**src/rtl/seven_segment_pkg.sv**
```systemverilog
// Shared types and the hex-to-segment lookup for the seven-segment scanner.
package seven_segment_pkg;

    typedef logic [6:0] segments_t;

    // Active-high a..g patterns, bit0 = a, bit6 = g
    localparam segments_t HexSegments [16] = '{
        7'h3F, 7'h06, 7'h5B, 7'h4F,
        7'h66, 7'h6D, 7'h7D, 7'h07,
        7'h7F, 7'h6F, 7'h77, 7'h7C,
        7'h39, 7'h5E, 7'h79, 7'h71
    };

    function automatic segments_t hex_to_segments(input logic [3:0] nibble);
        return HexSegments[nibble];
    endfunction

endpackage

```
**src/rtl/seven_segment_decoder.sv**
```systemverilog
// Combinational nibble to active-high segment pattern.
import seven_segment_pkg::*;

module seven_segment_decoder (
    input  logic [3:0] nibble_i,
    output segments_t  segments_o
);

    assign segments_o = hex_to_segments(nibble_i);

endmodule

```
**src/rtl/seven_segment_scanner.sv**
```systemverilog
// Multiplexed seven-segment driver: double-buffered data, PWM duty,
// dead time between digits and leading-zero suppression.
import seven_segment_pkg::*;

module seven_segment_scanner #(
    parameter int NumDigits        = 4,
    parameter int RefreshPeriod    = 400_000,
    parameter int BlankCycles      = 16,
    parameter int BrightnessBits   = 4,
    parameter bit ActiveLowAnode   = 1'b1,
    parameter bit ActiveLowSegment = 1'b1
) (
    input  logic                      clk,
    input  logic                      rst,
    input  logic [4*NumDigits-1:0]    value,
    input  logic [NumDigits-1:0]      dots,
    input  logic [NumDigits-1:0]      digit_en,
    input  logic                      lz_blank,
    input  logic [BrightnessBits-1:0] brightness,
    input  logic                      load,
    output logic                      pending,
    output logic                      frame_start,
    output logic [NumDigits-1:0]      anode,
    output logic [6:0]                segments,
    output logic                      dot
);

    localparam int SlotTime = RefreshPeriod / NumDigits;
    localparam int SlotW    = (SlotTime > 1) ? $clog2(SlotTime) : 1;
    localparam int DigW     = (NumDigits > 1) ? $clog2(NumDigits) : 1;

    localparam logic [SlotW-1:0]     SlotLast = SlotW'(SlotTime - 1);
    localparam logic [DigW-1:0]      DigLast  = DigW'(NumDigits - 1);
    localparam logic [SlotW-1:0]     BlankCnt = SlotW'(BlankCycles);
    localparam logic [NumDigits-1:0] AnodeOff = {NumDigits{ActiveLowAnode}};
    localparam logic [6:0]           SegOff   = {7{ActiveLowSegment}};

    if (SlotTime <= BlankCycles + 2**BrightnessBits || NumDigits < 1) begin : g_param_check
        $error("seven_segment_scanner: slot too short or no digits");
    end

    logic [SlotW-1:0]          slot_cnt_q, slot_cnt_d;
    logic [DigW-1:0]           digit_idx_q, digit_idx_d;
    logic [BrightnessBits-1:0] bright_q;
    logic                      pending_q;

    logic [4*NumDigits-1:0] act_val_q, stg_val_q;
    logic [NumDigits-1:0]   act_dots_q, stg_dots_q;
    logic [NumDigits-1:0]   act_en_q, stg_en_q;
    logic                   act_lz_q, stg_lz_q;

    logic [NumDigits-1:0] anode_q;
    logic [6:0]           segments_q;
    logic                 dot_q;
    logic                 frame_start_q;

    logic boundary;
    assign boundary = (slot_cnt_q == '0) && (digit_idx_q == '0);

    always_comb begin
        slot_cnt_d  = slot_cnt_q + 1'b1;
        digit_idx_d = digit_idx_q;
        if (slot_cnt_q == SlotLast) begin
            slot_cnt_d  = '0;
            digit_idx_d = (digit_idx_q == DigLast) ? '0 : digit_idx_q + 1'b1;
        end
    end

    always_ff @(posedge clk) begin
        if (rst) begin
            slot_cnt_q  <= '0;
            digit_idx_q <= '0;
        end else begin
            slot_cnt_q  <= slot_cnt_d;
            digit_idx_q <= digit_idx_d;
        end
    end

    // A load on the boundary cycle stages behind the data being applied
    always_ff @(posedge clk) begin
        if (rst) begin
            pending_q  <= 1'b0;
            bright_q   <= '0;
            act_val_q  <= '0;
            act_dots_q <= '0;
            act_en_q   <= '0;
            act_lz_q   <= 1'b0;
            stg_val_q  <= '0;
            stg_dots_q <= '0;
            stg_en_q   <= '0;
            stg_lz_q   <= 1'b0;
        end else begin
            if (boundary && pending_q) begin
                act_val_q  <= stg_val_q;
                act_dots_q <= stg_dots_q;
                act_en_q   <= stg_en_q;
                act_lz_q   <= stg_lz_q;
            end
            if (load) begin
                stg_val_q  <= value;
                stg_dots_q <= dots;
                stg_en_q   <= digit_en;
                stg_lz_q   <= lz_blank;
            end
            pending_q <= load | (pending_q & ~boundary);
            if (slot_cnt_q == '0) begin
                bright_q <= brightness;
            end
        end
    end

    logic [3:0]                nibble;
    segments_t                 dec_seg;
    logic [NumDigits-1:0]      zero_from;
    logic                      zero_acc;
    logic                      cur_en, cur_dot, cur_zero;
    logic [NumDigits-1:0]      onehot;
    logic [SlotW-1:0]          phase;
    logic                      lit, suppress;
    logic [NumDigits-1:0]      anode_d;
    logic [6:0]                segments_d;
    logic                      dot_d;

    seven_segment_decoder u_decoder (
        .nibble_i   (nibble),
        .segments_o (dec_seg)
    );

    always_comb begin
        nibble    = '0;
        cur_en    = 1'b0;
        cur_dot   = 1'b0;
        cur_zero  = 1'b0;
        onehot    = '0;
        zero_from = '0;
        zero_acc  = 1'b1;
        for (int i = NumDigits - 1; i >= 0; i--) begin
            zero_acc     = zero_acc & (act_val_q[4*i +: 4] == 4'h0);
            zero_from[i] = zero_acc;
        end
        for (int i = 0; i < NumDigits; i++) begin
            if (digit_idx_q == DigW'(i)) begin
                nibble    = act_val_q[4*i +: 4];
                cur_en    = act_en_q[i];
                cur_dot   = act_dots_q[i];
                cur_zero  = zero_from[i];
                onehot[i] = 1'b1;
            end
        end
        phase    = slot_cnt_q - BlankCnt;
        lit      = (slot_cnt_q >= BlankCnt) && cur_en
                   && (phase[BrightnessBits-1:0] < bright_q);
        suppress = act_lz_q && (digit_idx_q != '0) && cur_zero;
        anode_d    = lit ? onehot : '0;
        segments_d = (lit && !suppress) ? dec_seg : 7'h00;
        dot_d      = lit && cur_dot;
    end

    always_ff @(posedge clk) begin
        if (rst) begin
            anode_q       <= AnodeOff;
            segments_q    <= SegOff;
            dot_q         <= ActiveLowSegment;
            frame_start_q <= 1'b0;
        end else begin
            anode_q       <= anode_d ^ AnodeOff;
            segments_q    <= segments_d ^ SegOff;
            dot_q         <= dot_d ^ ActiveLowSegment;
            frame_start_q <= boundary;
        end
    end

    assign pending     = pending_q;
    assign frame_start = frame_start_q;
    assign anode       = anode_q;
    assign segments    = segments_q;
    assign dot         = dot_q;

endmodule

```
**config.mk**
```make
export PLATFORM = sky130hd
export DESIGN_NAME = seven_segment_scanner
export DESIGN_NICKNAME = d
export VERILOG_FILES = /design/src/rtl/seven_segment_pkg.sv /design/src/rtl/seven_segment_decoder.sv /design/src/rtl/seven_segment_scanner.sv
export SDC_FILE = /design/constraint.sdc
export NUM_CORES = 1
export LEC_CHECK = 0
export CORE_MARGIN = 5
export CORE_UTILIZATION = 60
export DETAILED_ROUTE_END_ITERATION = 10
export GPL_TIMING_DRIVEN = 0
export PLACE_DENSITY = 0.93
export SLEW_MARGIN = 15
export SYNTH_ARGS = -nofsm -noshare
export SYNTH_HDL_FRONTEND = slang
export SYNTH_HIERARCHICAL = 1
export SYNTH_SLANG_ARGS = --single-unit
```
**constraint.sdc**
```tcl
create_clock -name clk -period 4.3 [get_ports clk]
set_clock_uncertainty 0.2 [all_clocks]
set_input_delay 1.075 -clock clk [delete_from_list [all_inputs] [get_ports clk]]
set_output_delay 1.075 -clock clk [all_outputs]
set_load 0.03 [all_outputs]
```
# After elaboration in Yosys (flattened, before gate mapping)
# Memory sizes are Yosys's and may differ from the RTL's.
# Cells that the tools add are included.
word_totals:
  romBits: 112
  memories: 1
  inputBits: 32
  output_inout_bits: 14
  regBits: 87
  wordCells: 79
op_classes:
  reduce_logical: 17
  mux: 25
  add_sub_neg: 3
  n_eq_ne: 4
  bitwise_logic: 10
  n_lt_le_gt_ge: 3
memory_table:
  columns: ["name", "words", "width", "rd", "rd_ports_with_merged_regs", "wr", "line_no", "text"]
  rows:
  - ["(name not given)", 16, 7, 1, 0, 0, "seven_segment_pkg.sv:15", "return HexSegments[nibble];"]
ops:
  columns: ["operator", "n"]
  rows:
  - ["$mux 7", 3]
  - ["$mux 4", 5]
  - ["$add 17x1->17 const B", 1]
  - ["$eq 17x17->1 const B", 1]
  - ["$ge 17x5->1 const B", 1]
  - ["$logic_not 17->1", 1]
  - ["$logic_not 4->1", 4]
  - ["$mux 1", 16]
  - ["$logic_and 1x1->1", 8]
  - ["$not 7->7", 1]
  - ["$ge 5x5->1 const B", 1]
  - ["$not 4->5", 1]
  - ["$and 1x1->1", 4]
  - ["$eq 2x2->1 const B", 2]
  - ["$lt 4x4->1", 1]
  - ["$not 4->4", 1]
  - ["$sub 4x1->4 const B", 1]
  - ["$add 2x1->2 const B", 1]
  - ["$eq 2x1->1 const B", 1]
  - ["$logic_not 2->1", 1]
  - ["$mux 2", 1]
  - ["$not 1->1", 2]
  - ["$reduce_bool 2->1", 1]
  - ["$reduce_or 2->1", 1]
  - ["2 further kinds", 2]

# Depth between registers and ports, before layout
# Gate-level depths: netlist (run 1).
logic_depth:
  depth_word: 13
  ltp_mapped: 12
  ltp_nobuf: 11

# Modules after synthesis
# Netlist (run 1), hierarchy kept.
by_module_without_submodules:
  columns: ["module", "area_per_inst_um2", "cells_each", "instances"]
  rows:
  - ["seven_segment_scanner", 3826.2, 412, 1]
  - ["seven_segment_decoder", 290.3, 33, 1]

# Worst setup path after synthesis (run 1)
# No wires, ideal clock.
synth_timing:
  kind: "register -> register"
  startpoint: "register digit_idx_q[1]"
  endpoint: "register segments_q[3], in the netlist segments[3]"
  required_time_ps: 4033
  arrival_time_ps: 2509
  path_buffers: 1
  slack_ps: 1523
  path_stages_with_launch: 12
  synth_period_minus_slack_ps: 2777
  cell_sequence: "dfxtp_1 -> inv_1 -> ha_1 -> clkbuf_1 -> nand3b_1 -> a21oi_1 -> a21oi_1 -> o21ai_0 -> inv_1 -> ha_1 -> mux4_1 -> nand4_1"
synth_between:
  elab_chain_cells: 11
synth_rtl:
  columns: ["item", "line_no", "text"]
  rows:
  - ["from (decl)", "seven_segment_scanner.sv:43", "logic [DigW-1:0] digit_idx_q, digit_idx_d;"]
  - ["from (signal assigned)", "seven_segment_scanner.sv:75", "digit_idx_q <= digit_idx_d;"]
  - ["$logic_not 2->1", "seven_segment_scanner.sv:142", "if (digit_idx_q == DigW'(i)) begin"]
  - ["$mux 4 (3 in a row)", "seven_segment_scanner.sv:142", null]
  - ["$mux 4 *", "seven_segment_scanner.sv:142", null]
  - ["via nibble[1]", "seven_segment_scanner.sv:112", "logic [3:0] nibble;"]
  - ["$not 4->5 (not written as such) *", "seven_segment_pkg.sv:15", null]
  - ["$mem_v2 16x7 *", null, null]
  - ["$mux 7 (not written as such) * (2 in a row)", "seven_segment_pkg.sv:15", null]
  - ["via dec_seg[3]", "seven_segment_scanner.sv:113", "segments_t dec_seg;"]
  - ["$mux 7 *", "seven_segment_scanner.sv:155", "segments_d = (lit && !suppress) ? dec_seg : 7'h00;"]
  - ["$not 7->7 (no line) *", null, null]
  - ["to (signal assigned)", "seven_segment_scanner.sv:162", "segments_q <= SegOff;"]
  - ["to (signal assigned)", "seven_segment_scanner.sv:167", "segments_q <= segments_d ^ SegOff;"]
  - ["to (decl)", "seven_segment_scanner.sv:53", "logic [6:0] segments_q;"]
# The timed path passes the listed nets; every way through them passes the cells marked *. The select of a mux whose other input is x is not followed.
# A chain may end at the register's enable or synchronous reset.

# Worst setup path in the final report (run 1)
layout_timing:
  startpoint: "register digit_idx_q[0]"
  endpoint: "register segments_q[3], in the netlist segments[3]"
# Same word-level chain as after synthesis.

==> impl_metrics.json, run 1 <==
{
  "clock_path_buffers": 2,
  "netlist_instances": 445,
  "initial_core_util": 0.613,
  "cts_hold_buffers": 0,
  "min_period_over_period": 0.801,
  "hp-class": "flip-flop to flip-flop",
  "status": "complete, no violations",
  "yosys.area.top_type": "dfxtp_1",
  "grt_usage": 0.224,
  "cp_max_fo": 10,
  "clkSlewWorstSetupHoldPaths_ns": 0.09,
  "total_power_mw": 1.70,
  "syn_avg_cell_area_um2": 9.25,
  "drt-pass1-iter-count": 5,
  "cp.depth": 11,
  "tightest_slew_ns": 0.827,
  "grt_remaining_overflow": 0,
  "setup_tns_ns": 0,
  "synth.area.top_cells": "dfxtp_1 (42%), mux2i_1 (13%), nand2b_1 (8.2%), ha_1 (4.9%), nor2_1 (4.7%)",
  "grt_max_degree": 16,
  "drv_slew": 0,
  "die_w_um": 92.8,
  "worst_path_dominant_cell_family": "compound AO/OA/AOI/OAI gates",
  "hold_viol": 0,
  "r2r-start": "digit_idx_q[0]$_SDFFE_PP0P_",
  "ys_seq_area_frac": 0.423,
  "synth_area_um2": 4120,
  "design_area_um2": 4900,
  "port_buffers": 44,
  "synth-main-ff-cell": "dfxtp_1",
  "drc": 0,
  "antenna_found_initial": 0,
  "hp-start": "stg_dots_q[2]$_SDFFE_PP0P_",
  "ir_worst_vdd_mv": 0.334,
  "regToRegSetupSlack_ns": 0.86,
  "nets": 548,
  "rr_endpoint": "segments[3]$_SDFF_PP1_",
  "coreArea_um2": 6720,
  "io_pins": 46,
  "crit_path_end": "segments[3]$_SDFF_PP1_",
  "drv_cap": 0,
  "cpPeakStageDelay_ns": 0.52,
  "dpl-instance-area_um2": 4660,
  "cts_tree": "yes",
  "drive_gt1_frac": 0.0614,
  "ant_nets": 0,
  "mostFrequentLayoutCell": "dfxtp_1",
  "synth_edf_count": 0,
  "hold_slack_ns": 0.278,
  "path_cells": "inv_1 -> ha_1 -> clkbuf_1 -> nand3b_1 -> a21oi_1 -> a21oi_1 -> o21ai_0 -> inv_1 -> ha_1 -> mux4_1 -> nand4_1",
  "fin_util": 0.729,
  "crit_buf_inv": 3,
  "wl_um": 9120,
  "row_count": 30,
  "grt_pass1_wl_um": 15500,
  "power.density_cell_area_nw_per_um2": 348,
  "syn-num-nets": 493,
  "netlist-cell-type-count": 46,
  "rr_worst_depth": 11,
  "layout_common_cells": "dfxtp_1 (87), nand2b_1 (54), mux2i_1 (54)",
  "via_count": 3355,
  "numClockSinks": 87,
  "yosys_register_bits": 87,
  "clock-root-buffer": "clkbuf_8",
  "ys_warn_count": 6,
  "num-fill-cells": 459,
  "drt_iter0_drc": 251,
  "cts_htree_levels": 3,
  "path_class": "flip-flop to flip-flop",
  "wire_per_inst_um": 15.6,
  "cp.required_ns": 4.39,
  "synth_top_cell_area_share": 0.423,
  "max-slew-margin-rel": 0.444,
  "cts_resized": 0,
  "dp_hpwl_um": 6490,
  "setup-violations-final": 0,
  "die_h_um": 92.8,
  "rsz0062_at_grt": "no",
  "clk_latency_ns": 0.36,
  "place_congestion": 0.909,
  "avgViaCountPerCell": 5.74,
  "cp.arrival_ns": 3.54,
  "crit_path_end_kind": "flip-flop",
  "async_flop_share": 0,
  "cts_setup_buffers": 0,
  "start_kind": "flip-flop",
  "diodes": 0,
  "crit_start": "digit_idx_q[0]$_SDFFE_PP0P_",
  "max_freq_ghz": 0.290,
  "leakagePower_nw": 1.80,
  "timing.final.crit_period_ns": 3.44,
  "cpMaxStageDelayCell": "o21ai_0",
  "cts_buffers": 9,
  "area_growth_pct": 19.1,
  "dieArea_um2": 8620,
  "grt_pass1_vias": 3319
}
logic make-up (layout without fill, tap and decap cells):
family,after synthesis,count (layout),share of synthesized area
AO/OA/AOI/OAI,39,39,0.0578
XOR/XNOR,14,14,0.0298
adder cells (fa/ha/maj),16,16,0.0486
buffers and inverters,49,109,0.0535
flip-flops,87,87,0.423
multiplexers,58,58,0.147
AND/OR/NAND/NOR,182,182,0.240
report_power, final:
part | internal, mW | switching (mW) | leakage (nW)
Combinational | 0.0864 | 0.0799 | 0.970
Sequential | 0.832 | 0.0184 | 0.709
Clock | 0.388 | 0.300 | 0.120
metal layers:
metal,track usage,share of wire
met5,0,0
met4,0.0916,0.023
met3,0.0585,0.070
met2,0.373,0.48
met1,0.273,0.42
tightest hold or removal path: stages (launching register included):
cell	delay [ns]
dfxtp_1	0.32
nand2b_1	0.06
mux2i_1	0.06
cells in the mapped netlist, types with 10 or more instances:
| cell | instances |
|---|---|
| a21oi_1 | 16 |
| clkbuf_1 | 22 |
| dfxtp_1 | 87 |
| ha_1 | 16 |
| inv_1 | 21 |
| mux2i_1 | 54 |
| nand2_1 | 15 |
| nand2b_1 | 54 |
| nand3_1 | 11 |
| nand4_1 | 13 |
| nor2_1 | 51 |
| o21ai_0 | 10 |
| xnor2_1 | 12 |
layout make-up:
cell class              instances  area, um2  area share
inverters                      21       78.8      0.0161
clock buffers                   9        124      0.0253
multi-input cells             309       2150       0.440
repair buffers                 44        440      0.0899
plain buffers                  28        141      0.0288
well taps                      80        100      0.0204
flip-flops and latches         87       1740       0.355
clock inverters                 7        120      0.0245
state kept, by name, indices dropped and copies added (netlist names), 4 cells and up:
register / cells
stg_val_q: 16
act_en_q: 4
stg_dots_q: 4
anode: 4
stg_en_q: 4
bright_q: 4
act_dots_q: 4
act_val_q: 16
slot_cnt_q: 17
segments: 7
through the flow:
stage                     instances  worst slack (ns)
after floorplan                 445              1.52
after global placement          569             0.939
after detailed placement        569             0.934
after CTS                       585             0.927
after global routing            585             0.669
final                           585             0.856
worst min path at each step:
stage / slack, ns / end / cells after the start
floorplan: 0.24 / act_dots_q[3]$_SDFFE_PP0P_ / 2
global placement: 0.26 / bright_q[0]$_SDFFE_PP0N_ / 2
detailed placement: 0.27 / act_dots_q[0]$_SDFFE_PP0P_ / 2
CTS: 0.28 / act_dots_q[0]$_SDFFE_PP0P_ / 2
global route: 0.31 / act_dots_q[0]$_SDFFE_PP0P_ / 2
finish: 0.28 / act_dots_q[2]$_SDFFE_PP0P_ / 2
(Power assumes the default switching activity.)
==> run 2: changes to the inputs <==
--- a/config.mk
+++ b/config.mk
@@ -6,10 +6,10 @@
 export NUM_CORES = 1
 export LEC_CHECK = 0
 export CORE_MARGIN = 5
-export CORE_UTILIZATION = 60
+export CORE_UTILIZATION = 51
 export DETAILED_ROUTE_END_ITERATION = 10
 export GPL_TIMING_DRIVEN = 0
-export PLACE_DENSITY = 0.93
+export PLACE_DENSITY = 0.85
 export SLEW_MARGIN = 15
 export SYNTH_ARGS = -nofsm -noshare
 export SYNTH_HDL_FRONTEND = slang
==> constraint.sdc (replaced) <==
create_clock -name clk -period 2.8 [get_ports clk]
set_clock_uncertainty 0.2 [all_clocks]
set_input_delay 0.7 -clock clk [delete_from_list [all_inputs] [get_ports clk]]
set_output_delay 0.7 -clock clk [all_outputs]
set_load 0.03 [all_outputs]
==> impl_metrics.json, run 2 (synthesized netlist as in run 1, its figures left out) <==
{
  "total_power_mw": 2.41,
  "hold_viol": 0,
  "grt_pass1_wl_um": 14500,
  "cpPeakStageDelay_ns": 0.58,
  "path_class": "flip-flop to flip-flop",
  "antenna_found_initial": 0,
  "die_h_um": 99.8,
  "wl_um": 8380,
  "max_freq_ghz": 0.377,
  "fin_util": 0.631,
  "num-fill-cells": 645,
  "max-slew-margin-rel": 0.532,
  "setup_tns_ns": 0,
  "drc": 0,
  "cp.required_ns": 2.88,
  "coreArea_um2": 7810,
  "power.density_cell_area_nw_per_um2": 490,
  "die_w_um": 99.8,
  "drt-pass1-iter-count": 4,
  "hp-class": "flip-flop to flip-flop",
  "wire_per_inst_um": 13.8,
  "ir_worst_vdd_mv": 0.403,
  "ant_nets": 0,
  "place_congestion": 0.861,
  "grt_pass1_vias": 3121,
  "min_period_over_period": 0.946,
  "cts_htree_levels": 3,
  "avgViaCountPerCell": 5.25,
  "drv_slew": 0,
  "drive_gt1_frac": 0.0828,
  "initial_core_util": 0.527,
  "mostFrequentLayoutCell": "dfxtp_1",
  "via_count": 3195,
  "rsz0062_at_grt": "no",
  "cp_max_fo": 10,
  "diodes": 0,
  "top_regs": "slot_cnt_q (17), act_val_q (16), stg_val_q (16)",
  "largest_reg_flops": 17,
  "fin_cells": 609,
  "clk_latency_ns": 0.36,
  "clock-root-buffer": "clkbuf_8",
  "drv_cap": 0,
  "grt_usage": 0.180,
  "leakagePower_nw": 1.81,
  "tightest_slew_ns": 0.702,
  "clkSlewWorstSetupHoldPaths_ns": 0.08,
  "clock_path_buffers": 2,
  "path_cells": "or4_1 -> or4_4 -> nor3_4 -> buf_8 -> mux2i_1",
  "setup-violations-final": 0,
  "cp.arrival_ns": 2.73,
  "top_register": "slot_cnt_q",
  "row_count": 32,
  "grt_max_degree": 15,
  "timing.final.crit_period_ns": 2.65,
  "layout_common_cells": "dfxtp_1 (86), nand2b_1 (54), mux2i_1 (54)",
  "io_pins": 46,
  "cts_buffers": 9,
  "grt_remaining_overflow": 0,
  "nets": 550,
  "dp_hpwl_um": 6180,
  "port_buffers": 44,
  "crit_path_end_kind": "flip-flop",
  "cpMaxStageDelayCell": "or4_1",
  "drt_iter0_drc": 155,
  "numClockSinks": 87,
  "area_growth_pct": 19.6,
  "dpl.cell_count": 591,
  "cts_tree": "yes",
  "start_kind": "flip-flop",
  "status": "complete, no violations",
  "dieArea_um2": 9970
}
-- run 2: cell count changes in the layout (fill, tap and decap cells not counted), moves of 2 or more --
cell       previous run  this run
buf_4                 1         5
bufinv_16             3         1
clkbuf_1             22        19
clkbuf_2              1         3
clkinv_2              1         3
ha_1                 16        14
ha_2                  0         2
o21ai_0              10         7
o21ai_2               0         2
-- run 2: worst paths after layout --
path / from / end / cells past startpoint / slack [ns]
worst max-delay path: slot_cnt_q[14]$_SDFF_PP0_ / act_val_q[10]$_SDFFE_PP0P_ / 5 / 0.15
worst min-delay path: bright_q[1]$_SDFFE_PP0N_ / bright_q[1]$_SDFFE_PP0N_ / 2 / 0.28
worst max register to register: slot_cnt_q[14]$_SDFF_PP0_ / act_val_q[10]$_SDFFE_PP0P_ / 5 / 0.15
worst min register to register: bright_q[1]$_SDFFE_PP0N_ / bright_q[1]$_SDFFE_PP0N_ / 2 / 0.28
-- run 2: metrics by stage --
step           cell area (um2)  hold WS (ns)  worst slack (ns)
3_3_place_gp              4680         0.261            -0.364
4_1_cts                   4900         0.278            0.0219
2_1_floorplan             4120         0.244            0.0232
3_5_place_dp              4680         0.260            -0.492
6_report                  4920         0.278             0.150
5_1_grt                   4920         0.295            0.0184
-- run 2: routing by layer --
metal | GRT usage | wire [um] | vias to the layer above
met5 | 0 | 0 | -
met4 | 0.0725 | 140 | 0
met2 | 0.298 | 3980 | 64
met1 | 0.233 | 3950 | 1483
li1 | - | - | 1637
met3 | 0.0327 | 319 | 11
-- run 2: timing repair --
item / CTS / global route
gates resized for setup: 7 / 8
endpoints found under the setup margin: 7 / 16
setup buffers: 2 / 2
pin swaps: 1 / 1
hold buffers: 0 / 0
-- run 2: layout make-up --
cell class / instances / area [um2] / share of cell area
Clock buffer: 12 / 145 / 0.0295
Buffer: 26 / 140 / 0.0285
Multi-Input combinational cell: 309 / 2170 / 0.441
Tap cell: 102 / 128 / 0.0259
Clock inverter: 4 / 45.0 / 0.00915
Timing Repair Buffer: 48 / 470 / 0.0956
Sequential cell: 87 / 1740 / 0.354
Inverter: 21 / 78.8 / 0.0160
-- run 2: report_power, final --
group | total, mW | internal, mW | switching (mW)
clock | 0.854 | 0.433 | 0.421
sequential | 1.31 | 1.28 | 0.0280
combinational | 0.254 | 0.135 | 0.119
-- run 2: critical path: cells and delay by family (launching register included) --
kind          cells  cell delay, ns
simple gates      3            1.55
buf+inv           1            0.23
mux               1            0.22
flops             1            0.36
==> RTL edit: new RTL, settings of run 2 <==
The parameter `ActiveLowSegment` goes from 1'b1 to 1'b0.
--- a/src/rtl/seven_segment_scanner.sv
+++ b/src/rtl/seven_segment_scanner.sv
@@ -8,7 +8,7 @@
     parameter int BlankCycles      = 16,
     parameter int BrightnessBits   = 4,
     parameter bit ActiveLowAnode   = 1'b1,
-    parameter bit ActiveLowSegment = 1'b1
+    parameter bit ActiveLowSegment = 1'b0
 ) (
     input  logic                      clk,
     input  logic                      rst,
Formal check against the unedited RTL: not equivalent (Yosys sat finds a counterexample within 4 cycles, from zero or initial values and one cycle with rst high).
==> RTL edit against run 2 <==
- routed wire length is 0.54% higher
- synthesized area is 6.0% lower
- combinational power shrank 5%
- fmax is 2.7% lower
- non-clock buffer count is 8 lower
- core utilization is 0.55 points higher
- first-iteration DRC count up 15%
- setup slack got worse by 0.075 ns
- sequential cell count is the same
- power shrank 3.0%
- design area shrank 5.3%
- sequential power about the same
==> RTL edit: results (changes against run 2) <==
Place
  – Cells after DPL: 560 (was 591)
  – Port buffer count: 43 (was 44)
  – Gp weighted congestion: 0.831 (was 0.861)
  – HPWL Detailed: 6160 µm (was 6180 µm)
  – Placed cell areas: 0.00442 mm² (was 0.00468 mm²)
  – Pre-CTS WS: -0.327 ns (was -0.492 ns)

Power
  – Static Leak: 1.77 nW (was 1.81 nW)
  – Tot Pwr: 2.34 mW (was 2.41 mW)
  – Max IR drop VDD: 0.000273 V (was 0.000403 V)
  – Clock Power Share: 33.9% (was 35.4%)
  – Internal Power: 1.77 mW (was 1.85 mW)

Routing
  – Initial DRC count: 179 (was 155)
  – Avg WL per Cell: 14.7 µm (was 13.8 µm)
  – Via count: 3065 (was 3195)

Final layout
  – Signal buffers share of area: 12.3% (was 12.4%)
  – Number of non-clock buffers: 66 (was 74)
  – #MultiIn Comb: 289 (was 309)
  – Share of layout cells above drive strength 1: 9.24% (was 8.28%)
  – Clock-cell share: 3.73% (was 3.86%)
  – Final net count: 520 (was 550)
  – Fill cell count: 586 (was 645)
  – Layout area overhead: 20.5% (was 19.6%)
  – Sequential cell area share: 37.4% (was 35.4%)
  – Multi-input combinational area share: 42.3% (was 44.1%)
  – Fin cells: 575 (was 609)
  – Inverters: 19 (was 21)

Synthesis
  – Ys async rst share: 0% (unchanged)
  – Synth unique cells: 42 (was 46)
  – Register area share after synthesis: 45.0% (was 42.3%)
  – Post-Synth XOR/XNOR Area: 3.40% (was 2.98%)
  – Top post-synthesis cells by count: dfxtp_1, nor2_1, mux2i_1, nand2_1, inv_1 (was dfxtp_1, mux2i_1, nand2b_1, nor2_1, clkbuf_1)
  – Synth Warn #: 6 (unchanged)
  – Synthesized area per cell: 9.26 µm² (was 9.25 µm²)
  – Top post-synthesis cells by area: dfxtp_1, mux2i_1, nor2_1 (was dfxtp_1, mux2i_1, nand2b_1)
  – Post-Synth Adder-Cell Area: 5.17% (was 4.86%)
  – Synthesized area: 0.00387 mm² (was 0.00412 mm²)
  – Post-synthesis mux area share: 16.3% (was 14.7%)
  – Syn nets: 466 (was 493)

Setup path
  – CP max stage delay: 0.48 ns (was 0.58 ns)
  – Crit Path Max Fanout: 5 (was 10)
  – Worst EP arrival: 2.75 ns (was 2.73 ns)
  – Delay-heaviest family, CP: adder cells (was simple AND/OR/NAND/NOR gates)
  – CP max-delay cell: mux4_1 (was or4_1)

Global routing
  – Total track usage: 18.2% (was 18.0%)
  – First-pass GRT wire length: 14200 µm (was 14500 µm)
  – Vias in the first global route: 3159 (was 3121)

Clocking
  – Max Root-Sink Buffers: 2 (unchanged)
  – Clk_lat worst skew: 0.36 ns (about the same)
  – PostCTS Resize Cnt: 5 (was 7)
  – Post-CTS setup repair buffer count: 1 (was 2)
  – Worst-path clk slew: 0.08 ns (about the same)
  – Sinks on Clock Net: 87 (unchanged)

Timing
  – Measured slew at the worst slew-check pin: 0.787 ns (was 0.702 ns)

Run status
  – Status: finished clean (unchanged)
==> RTL edit: cell types whose count changed in the layout (fill, tap and decap cells not counted), sizes merged, moves of 3 or more <==
cell / change
nor4: -3
nand2b: -52
nand3b: -5
nand3: +5
nand4: -9
nor3: +3
nand2: +5
clkbuf: -9
nor2: +32
xor2: +3
nor3b: +7
==> RTL edit: layer usage <==
layer	global-route usage (%)	up-vias	routed length, µm
li1	-	1517	-
met1	20.9	1452	3600
met2	31.6	68	4190
met3	3.80	28	314
met4	9.40	0	321
met5	0	-	0
==> RTL edit: final timing paths <==
kind	start	to	slack (ns)	depth (start not counted)
setup / recovery	digit_idx_q[1]	segments[3]	0.08	11
hold reg to reg	bright_q[0]	bright_q[0]	0.28	2
hold / removal	bright_q[0]	bright_q[0]	0.28	2
setup reg to reg	digit_idx_q[1]	segments[3]	0.08	11
